==> src/rtl/qspi_rom_fetch_pkg.sv <==
// Shared constants for the QSPI cartridge ROM fetcher: FSM encoding and
// quad fast-read protocol framing.
package qspi_rom_fetch_pkg;

  localparam logic [3:0] S_BOOT  = 4'd0;
  localparam logic [3:0] S_CRM   = 4'd1;
  localparam logic [3:0] S_GAP   = 4'd2;
  localparam logic [3:0] S_IDLE  = 4'd3;
  localparam logic [3:0] S_CMD   = 4'd4;
  localparam logic [3:0] S_ADDR  = 4'd5;
  localparam logic [3:0] S_MODE  = 4'd6;
  localparam logic [3:0] S_DUMMY = 4'd7;
  localparam logic [3:0] S_DATA  = 4'd8;

  localparam logic [7:0] QSPI_CMD_QREAD = 8'hEB;
  localparam logic [7:0] QSPI_MODE_CONT = 8'hA0;

  localparam int CRM_SCK  = 8;
  localparam int CMD_SCK  = 8;
  localparam int ADDR_SCK = 6;
  localparam int MODE_SCK = 2;
  localparam int DATA_SCK = 2;

  // Shifter counts periods down to zero, so it is loaded with n-1.
  function automatic logic [3:0] sck_cnt(int n);
    return 4'(n - 1);
  endfunction

endpackage

==> src/rtl/qspi_shifter.sv <==
// SCK phase generator and nibble/bit shift register for one QSPI segment.
// Loaded by the FSM; raises done in the last high phase so a reload is seamless.
module qspi_shifter
  import qspi_rom_fetch_pkg::*;
(
  input  logic        clk,
  input  logic        rst_n,
  input  logic        ld,
  input  logic        ld_quad,
  input  logic [3:0]  ld_oe,
  input  logic [3:0]  ld_cnt,
  input  logic [31:0] ld_data,
  input  logic [3:0]  io_in,
  output logic        sck,
  output logic [3:0]  io_out,
  output logic [3:0]  io_oe,
  output logic        done,
  output logic [7:0]  rx_byte
);

  logic        active;
  logic        phase;
  logic        quad;
  logic [3:0]  cnt;
  logic [3:0]  oe;
  logic [31:0] shreg;

  assign sck     = phase;
  assign done    = active & phase & (cnt == 4'd0);
  assign io_out  = quad ? shreg[31:28] : {3'b000, shreg[31]};
  assign io_oe   = oe;
  // Includes the nibble being captured on this edge, for use alongside done.
  assign rx_byte = {shreg[3:0], io_in};

  always_ff @(posedge clk or negedge rst_n) begin
    if (!rst_n) begin
      active <= 1'b0;
      phase  <= 1'b0;
      quad   <= 1'b0;
      cnt    <= 4'd0;
      oe     <= 4'h0;
      shreg  <= 32'h0;
    end else if (ld) begin
      active <= 1'b1;
      phase  <= 1'b0;
      quad   <= ld_quad;
      cnt    <= ld_cnt;
      oe     <= ld_oe;
      shreg  <= ld_data;
    end else if (active) begin
      phase <= ~phase;
      if (phase) begin
        shreg <= quad ? {shreg[27:0], io_in} : {shreg[30:0], io_in[1]};
        cnt   <= cnt - 4'd1;
        if (cnt == 4'd0) begin
          active <= 1'b0;
          oe     <= 4'h0;
        end
      end
    end
  end

endmodule

==> src/rtl/qspi_rom_fetch.sv <==
// QSPI quad fast-read (0xEB) master returning one cartridge ROM byte per
// request, using continuous-read mode after the first fetch.
module qspi_rom_fetch
  import qspi_rom_fetch_pkg::*;
#(
  parameter logic [23:0] ROM_BASE  = 24'h100000,
  parameter int          DUMMY_SCK = 4,
  parameter int          CS_GAP    = 2
) (
  input  logic        clk,
  input  logic        rst_n,
  input  logic        req_valid,
  input  logic [11:0] req_addr,
  output logic        req_ready,
  output logic        rsp_valid,
  output logic [7:0]  rsp_data,
  output logic        spi_sck,
  output logic        spi_cs_n,
  output logic [3:0]  spi_io_out,
  output logic [3:0]  spi_io_oe,
  input  logic [3:0]  spi_io_in
);

  logic [3:0]  state;
  logic        cont;
  logic [23:0] addr;
  logic [3:0]  gap_cnt;
  logic [23:0] fetch_addr;

  logic        ld;
  logic        ld_quad;
  logic [3:0]  ld_oe;
  logic [3:0]  ld_cnt;
  logic [31:0] ld_data;
  logic        done;
  logic [7:0]  rx_byte;

  assign fetch_addr = ROM_BASE + {12'h000, req_addr};
  assign req_ready  = (state == S_IDLE);

  always_comb begin
    ld      = 1'b0;
    ld_quad = 1'b1;
    ld_oe   = 4'hF;
    ld_cnt  = 4'd0;
    ld_data = 32'h0;
    case (state)
      S_BOOT: begin
        // All-ones mode bits kick the flash out of any stale continuous mode.
        ld      = 1'b1;
        ld_cnt  = sck_cnt(CRM_SCK);
        ld_data = '1;
      end
      S_IDLE: begin
        if (req_valid) begin
          ld = 1'b1;
          if (cont) begin
            ld_cnt  = sck_cnt(ADDR_SCK);
            ld_data = {fetch_addr, 8'h00};
          end else begin
            ld_quad = 1'b0;
            ld_oe   = 4'b0001;
            ld_cnt  = sck_cnt(CMD_SCK);
            ld_data = {QSPI_CMD_QREAD, 24'h0};
          end
        end
      end
      S_CMD: begin
        ld      = done;
        ld_cnt  = sck_cnt(ADDR_SCK);
        ld_data = {addr, 8'h00};
      end
      S_ADDR: begin
        ld      = done;
        ld_cnt  = sck_cnt(MODE_SCK);
        ld_data = {QSPI_MODE_CONT, 24'h0};
      end
      S_MODE: begin
        ld     = done;
        ld_oe  = 4'h0;
        ld_cnt = sck_cnt(DUMMY_SCK);
      end
      S_DUMMY: begin
        ld     = done;
        ld_oe  = 4'h0;
        ld_cnt = sck_cnt(DATA_SCK);
      end
      default: ;
    endcase
  end

  always_ff @(posedge clk or negedge rst_n) begin
    if (!rst_n) begin
      state     <= S_BOOT;
      cont      <= 1'b0;
      addr      <= 24'h0;
      gap_cnt   <= 4'd0;
      spi_cs_n  <= 1'b1;
      rsp_valid <= 1'b0;
      rsp_data  <= 8'h00;
    end else begin
      rsp_valid <= 1'b0;
      case (state)
        S_BOOT: begin
          spi_cs_n <= 1'b0;
          state    <= S_CRM;
        end
        S_CRM: if (done) begin
          spi_cs_n <= 1'b1;
          gap_cnt  <= 4'(CS_GAP - 1);
          state    <= S_GAP;
        end
        S_GAP: begin
          if (gap_cnt == 4'd0) state <= S_IDLE;
          else                 gap_cnt <= gap_cnt - 4'd1;
        end
        S_IDLE: if (req_valid) begin
          addr     <= fetch_addr;
          spi_cs_n <= 1'b0;
          state    <= cont ? S_ADDR : S_CMD;
        end
        S_CMD:   if (done) state <= S_ADDR;
        S_ADDR:  if (done) state <= S_MODE;
        S_MODE:  if (done) begin
          cont  <= 1'b1;
          state <= S_DUMMY;
        end
        S_DUMMY: if (done) state <= S_DATA;
        S_DATA:  if (done) begin
          rsp_valid <= 1'b1;
          rsp_data  <= rx_byte;
          spi_cs_n  <= 1'b1;
          gap_cnt   <= 4'(CS_GAP - 1);
          state     <= S_GAP;
        end
        default: state <= S_BOOT;
      endcase
    end
  end

  qspi_shifter u_shf (
    .clk     (clk),
    .rst_n   (rst_n),
    .ld      (ld),
    .ld_quad (ld_quad),
    .ld_oe   (ld_oe),
    .ld_cnt  (ld_cnt),
    .ld_data (ld_data),
    .io_in   (spi_io_in),
    .sck     (spi_sck),
    .io_out  (spi_io_out),
    .io_oe   (spi_io_oe),
    .done    (done),
    .rx_byte (rx_byte)
  );

endmodule

==> config.mk <==
export PLATFORM = sky130hd
export DESIGN_NAME = qspi_rom_fetch
export DESIGN_NICKNAME = d
export VERILOG_FILES = /design/src/rtl/qspi_rom_fetch_pkg.sv /design/src/rtl/qspi_shifter.sv /design/src/rtl/qspi_rom_fetch.sv
export SDC_FILE = /design/constraint.sdc
export NUM_CORES = 1
export LEC_CHECK = 0
export BUFFER_PORTS_ARGS = -buffer_cell sky130_fd_sc_hd__buf_2
export CAP_MARGIN = 40
export CORE_MARGIN = 2
export CORE_UTILIZATION = 61
export CTS_BUF_LIST = sky130_fd_sc_hd__clkbuf_2
export DETAILED_ROUTE_END_ITERATION = 7
export MAX_ROUTING_LAYER = met4
export PLACE_DENSITY = 0.82
export SLEW_MARGIN = 20
export SYNTH_ARGS = -nofsm -noshare
export SYNTH_HDL_FRONTEND = slang
export SYNTH_SLANG_ARGS = --single-unit
==> constraint.sdc <==
create_clock -name clk -period 2.5 [get_ports clk]
set_input_delay 0.375 -clock clk [delete_from_list [all_inputs] [get_ports clk]]
set_output_delay 0.375 -clock clk [all_outputs]
set_load 0.01 [all_outputs]
# After elaboration in Yosys (flattened, before gate mapping)

Cells that the tools add are included.

Flip-flop bits (word level): 86
Bits of input ports: 19
Output and inout port bits: 20
Logic and storage cells: 104

Add/subtract/negate cells: 3
Equality and inequality tests: 16
Mux-type cells: 49
Bitwise logic cells: 3
Reduce and logical (&&, ||, !) cells: 20

Operators by type and width:

| operator               | count |
|---|---|
| $mux 32                | 6 |
| $pmux 32 s4            | 1 |
| $mux 4                 | 19 |
| $pmux 4 s8             | 1 |
| $add 21x12->22 const A | 1 |
| $eq 4x3->1 const B     | 4 |
| $pmux 4 s2             | 2 |
| $mux 1                 | 15 |
| $pmux 3 s5             | 1 |
| $ne 2x2->1 const B     | 7 |
| $logic_not 4->1        | 3 |
| $reduce_and 3->1       | 3 |
| $eq 4x2->1 const B     | 2 |
| $reduce_and 2->1       | 4 |
| $reduce_bool 2->1      | 4 |
| $sub 4x1->4 const B    | 2 |
| $reduce_and 7->1       | 1 |
| $pmux 1 s3             | 2 |
| $reduce_or 2->1        | 3 |
| $eq 4x1->1 const B     | 1 |
| $eq 4x4->1 const B     | 1 |
| $reduce_or 4->1        | 1 |
| $mux 3                 | 1 |
| $reduce_bool 3->1      | 1 |
| 4 further kinds        | 5 |

# Logic depth before layout (Yosys ltp)

Depth in word-level cells: 5
Depth in mapped cells: 8
Depth with buffers taken out: 7

# Modules after synthesis

From an unflattened synthesis, not the netlist that was laid out.

Cell total of the unflattened synthesis: 427
Area total of the unflattened synthesis: 4366.7 um2

Modules (own cells, without submodules):

| module         | instances | cells each | area an instance (um2) | sequential area each (um2) |
|---|---|---|---|---|
| qspi_shifter   | 1         | 272        | 2596.2                 | 1076.0 |
| qspi_rom_fetch | 1         | 155        | 1770.4                 | 802.0 |

# Worst setup path after synthesis

Ideal clock, no wire load.

Path kind: register to register
From: register gap_cnt[0]
To: register state[0]
Setup time: 0.125 ns
Arrival: 1.941 ns
Data required time: 2.375 ns
Setup slack: 0.435 ns
Stages on the path, launching flop included: 8
Buffers on the path: 0
Clock period less this slack: 2.065 ns
Cells stage by stage: dfrtp_1 inv_1 ha_1 nor3b_1 inv_1 a21oi_1 a21boi_0 mux2_2

Cells in the longest elaborated chain, start to end: 3

RTL lines:

| what                       | line                  | RTL |
|---|---|---|
| start: declaration         | qspi_rom_fetch.sv:27  | `logic [3:0] gap_cnt;` |
| start signal: assignment   | qspi_rom_fetch.sv:110 | `gap_cnt <= 4'(CS_GAP - 1);` |
| start signal: assignment   | qspi_rom_fetch.sv:115 | `else gap_cnt <= gap_cnt - 4'd1;` |
| start signal: assignment   | qspi_rom_fetch.sv:133 | `gap_cnt <= 4'(CS_GAP - 1);` |
| $logic_not 4->1            | qspi_rom_fetch.sv:114 | `if (gap_cnt == 4'd0) state <= S_IDLE;` |
| $ne 2x2->1 (no line)       | -                     |  |
| $reduce_and 7->1 (no line) | -                     |  |
| end signal: assignment     | qspi_rom_fetch.sv:120 | `state <= cont ? S_ADDR : S_CMD;` |
| end: declaration           | qspi_rom_fetch.sv:24  | `logic [3:0] state;` |

Every way passes these cells.
A chain may end at the register's enable or synchronous reset.

# Final worst setup path

From: register u_shf.quad
To: output port spi_io_out[1]

Cells in the longest elaborated chain, start to end: 1

RTL lines:

| what                     | line                 | RTL |
|---|---|---|
| start: declaration       | qspi_shifter.sv:23   | `logic quad;` |
| start signal: assignment | qspi_shifter.sv:46   | `quad <= ld_quad;` |
| $mux 4                   | qspi_shifter.sv:30   | `assign io_out = quad ? shreg[31:28] : {3'b000, shreg[31]};` |
| end: declaration         | qspi_rom_fetch.sv:19 | `output logic [3:0] spi_io_out,` |

Every way passes these cells.

==> flow_metrics.py <==
metrics = {
    "sta": {
        "slew_viol_final": 0,
        "fmax_ghz": 0.439,
        "rsz0062_at_grt": "false",
        "period_share_pct": 91.2,
        "finalHoldViolCount": 0,
        "slew_headroom_pct": 56.1,
        "tns_ns": 0,
        "min_period_ns": 2.28,
        "setup_viol": 0,
        "worstMarginPinSlew_ns": 0.658,
        "finalClockSkew_ns": 0.0337,
    },
    "routing": {
        "drt_iter0_drc": 236,
        "dr.pass1.iters": 5,
        "vias_per_cell": 5.94,
        "ant_nets": 0,
        "wl_per_cell_um": 16.2,
        "totalWireLength_um": 8290,
        "drt_drc_violations_left": 0,
        "num_vias": 3047,
    },
    "cts": {
        "cts.clk_slew.worst_paths_ns": 0.23,
        "h-tree-depth": 3,
        "clockBufferDepth": 2,
        "cts_inserted_buffers": 9,
        "clock_latency_ns": 0.54,
        "cts_tree": "built",
        "cts.sinks": 73,
        "cts-root-buf": "clkbuf_2",
        "post-cts-setup-buffers": 0,
    },
    "power": {
        "power_density_nw_per_um2": 1300,
        "combPwrFrac_pct": 48.4,
        "p_total_mw": 5.60,
        "p_int_mw": 3.30,
        "power.share.clock_pct": 12.1,
        "switching_power_mw": 2.29,
        "p_leak_nw": 1.94,
        "switching_share_pct": 41.0,
        "p_seq_share_pct": 39.6,
        "ir_drop_mv": 0.827,
    },
    "synth": {
        "synth_cell_types": 47,
        "yosys-top-cells-area": "dfrtp_1 (46%), mux2_2 (11%), o22a_1 (6.5%)",
        "synthCells": 393,
        "syn_avg_cell_area_sq_um": 9.89,
        "yosys_warnings": 0,
        "yosysTopAreaCell": "dfrtp_1",
        "yosysSeqAreaShare_pct": 47.0,
        "synth_seq_cells": 73,
        "syn_area_sq_um": 3890,
        "syn-num-nets": 416,
        "synth_top_area_share_pct": 46.3,
    },
    "setup_path": {
        "crit_fanout": 16,
        "cp_cell_sequence": "buf_4 > and2_1 > buf_2",
        "critPathArrivalTime_ns": 1.90,
        "path_buf_inv": 2,
        "worstSetupStartpointType": "flip-flop",
        "critPathRequiredTime_ns": 2.12,
        "critical_path.slowest_cell": "dfrtp_1",
        "end_kind": "primary output",
        "cp_top_family": "flip-flops",
        "slowest_delay_ns": 0.81,
        "worst-setup-path-type": "reg -> out",
    },
    "outcome": {
        "outcome": "finished clean",
    },
    "place": {
        "post-dp-hpwl_um": 5900,
        "io_buffers": 38,
        "gp_congestion": 0.831,
    },
    "grt": {
        "grt_usage_pct": 26.4,
        "overflow": 0,
        "grt_pass1_vias": 3050,
        "grt_pass1_wl_um": 14500,
        "antenna_found_initial": 0,
        "grt_max_degree": 50,
    },
    "die": {
        "start_util_pct": 62.3,
        "die_h_um": 83.8,
        "dieArea_sq_um": 7030,
        "pin_count": 39,
        "die_w_um": 83.8,
        "rows": 29,
        "core-area_sq_um": 6240,
    },
    "worst_hold_path": {
        "hp-class": "in -> reg",
    },
    "job": {
        "cap_violations": 0,
    },
    "final_layout": {
        "final_cell_mix": "dfrtp_1 (72), nor2_1 (51), buf_2 (38)",
        "drive_gt1_share_pct": 26.4,
        "nets": 454,
        "syn2layout_area_growth_pct": 10.7,
        "insertedDiodeCount": 0,
        "nFillCells": 491,
        "final_common_cell": "dfrtp_1",
    },
}
-- flip-flops by register name (all words and copies together) (netlist names) --
name	count
addr	13
cont	1
gap_cnt	4
rsp_data	8
rsp_valid	1
spi_cs_n	1
state	4
u_shf.active	1
u_shf.cnt	4
u_shf.io_oe	2
u_shf.quad	1
u_shf.sck	1
u_shf.shreg	32
-- power by group through the flow --
stage / Sequential (mW) / Clock, mW / Combinational (mW)
final: 2.21 / 0.674 / 2.71
after CTS: 2.20 / 0.681 / 2.71
after floorplan: 2.03 / 0 / 2.19
after global routing: 2.28 / 0.736 / 3.03
after detailed placement: 2.23 / 0 / 2.70
after global placement: 2.20 / 0 / 2.60
-- area by class of cell --
cell class              instances  area, sq um  area share, %
clock buffers                   9         45.0           1.05
clock inverters                 7         70.1           1.63
inverters                       7         26.3          0.610
multi-input cells             284         1900           44.1
flip-flops and latches         73         1830           42.5
well taps                      77         96.3           2.24
repair buffers                 56          340           7.91
-- repair_timing --
action | 4_1_cts | 5_1_grt
setup endpoints to repair | 0 | 3
hold buffers | 1 | 0
gates resized for setup | 0 | 1
endpoints found under the hold margin | 24 | 0
-- synth_stat cells (all sizes together) --
library cell	n
a21oi	38
o22a	29
nor4	1
a32o	1
or2	6
clkinv	1
or3	1
a31oi	1
inv	6
xor2	1
o31ai	1
o211ai	1
a211oi	1
buf	14
nand2b	2
a2bb2oi	2
and2	5
nand4b	1
mux2	37
nor2	51
o22ai	2
dfrtp	72
and3	1
o21ai	21
mux2i	18
a211o	1
nor3b	3
a221o	1
a21o	2
or4	1
nand3	5
dfstp	1
ha	4
xnor2	5
nor3	4
nand4	2
a21boi	2
nand2	30
nor2b	2
clkbuf	15
o32a	1
-- worst paths after layout --
kind	endpoint	slack [ns]	cells after the start	start
worst min register to register	spi_cs_n	0.49	2	spi_cs_n
max in group asynchronous	spi_cs_n	1.44	3	rst_n
worst max register to register	state[3]	0.25	5	state[2]
worst min-delay path	rsp_data[2]	0.06	2	spi_io_in[2]
worst max-delay path	spi_io_out[1]	0.22	3	u_shf.quad
min in group asynchronous	u_shf.shreg[6]	0.34	2	rst_n
-- kinds of logic after synthesis --
family,Yosys count,synth area share (%)
DFF,73,47.0
xor gates and xnor gates,6,1.35
and+or+nand+nor,115,13.2
muxes,55,15.4
adders and majority gates,4,1.29
buffers and inverters,36,4.28
AOI/OAI and AO/OA,104,17.5
-- through the flow --
stage / setup WS [ns] / utilization (%) / std cells / cell area, sq um / hold WS [ns]
after floorplan: 0.435 / - / 393 / 3890 / 0.0794
after detailed placement: 0.183 / 66.9 / 496 / 4170 / 0.409
after global routing: 0.0768 / 69.0 / 513 / 4300 / 0.0389
after global placement: 0.372 / 66.9 / 496 / 4170 / 0.406
final: 0.221 / 69.0 / 513 / 4300 / 0.0608
after CTS: 0.155 / 68.9 / 513 / 4300 / 0.0443
-- metal layers --
metal | vias to the layer above | track usage (%) | part of all wire (%)
met4 | 0 | 8.94 | 1.2
met1 | 1484 | 35.0 | 45
li1 | 1472 | - | -
met3 | 11 | 3.86 | 4.9
met2 | 80 | 42.3 | 49
met5 | - | - | 0
Power figures use the tool's default switching activity.
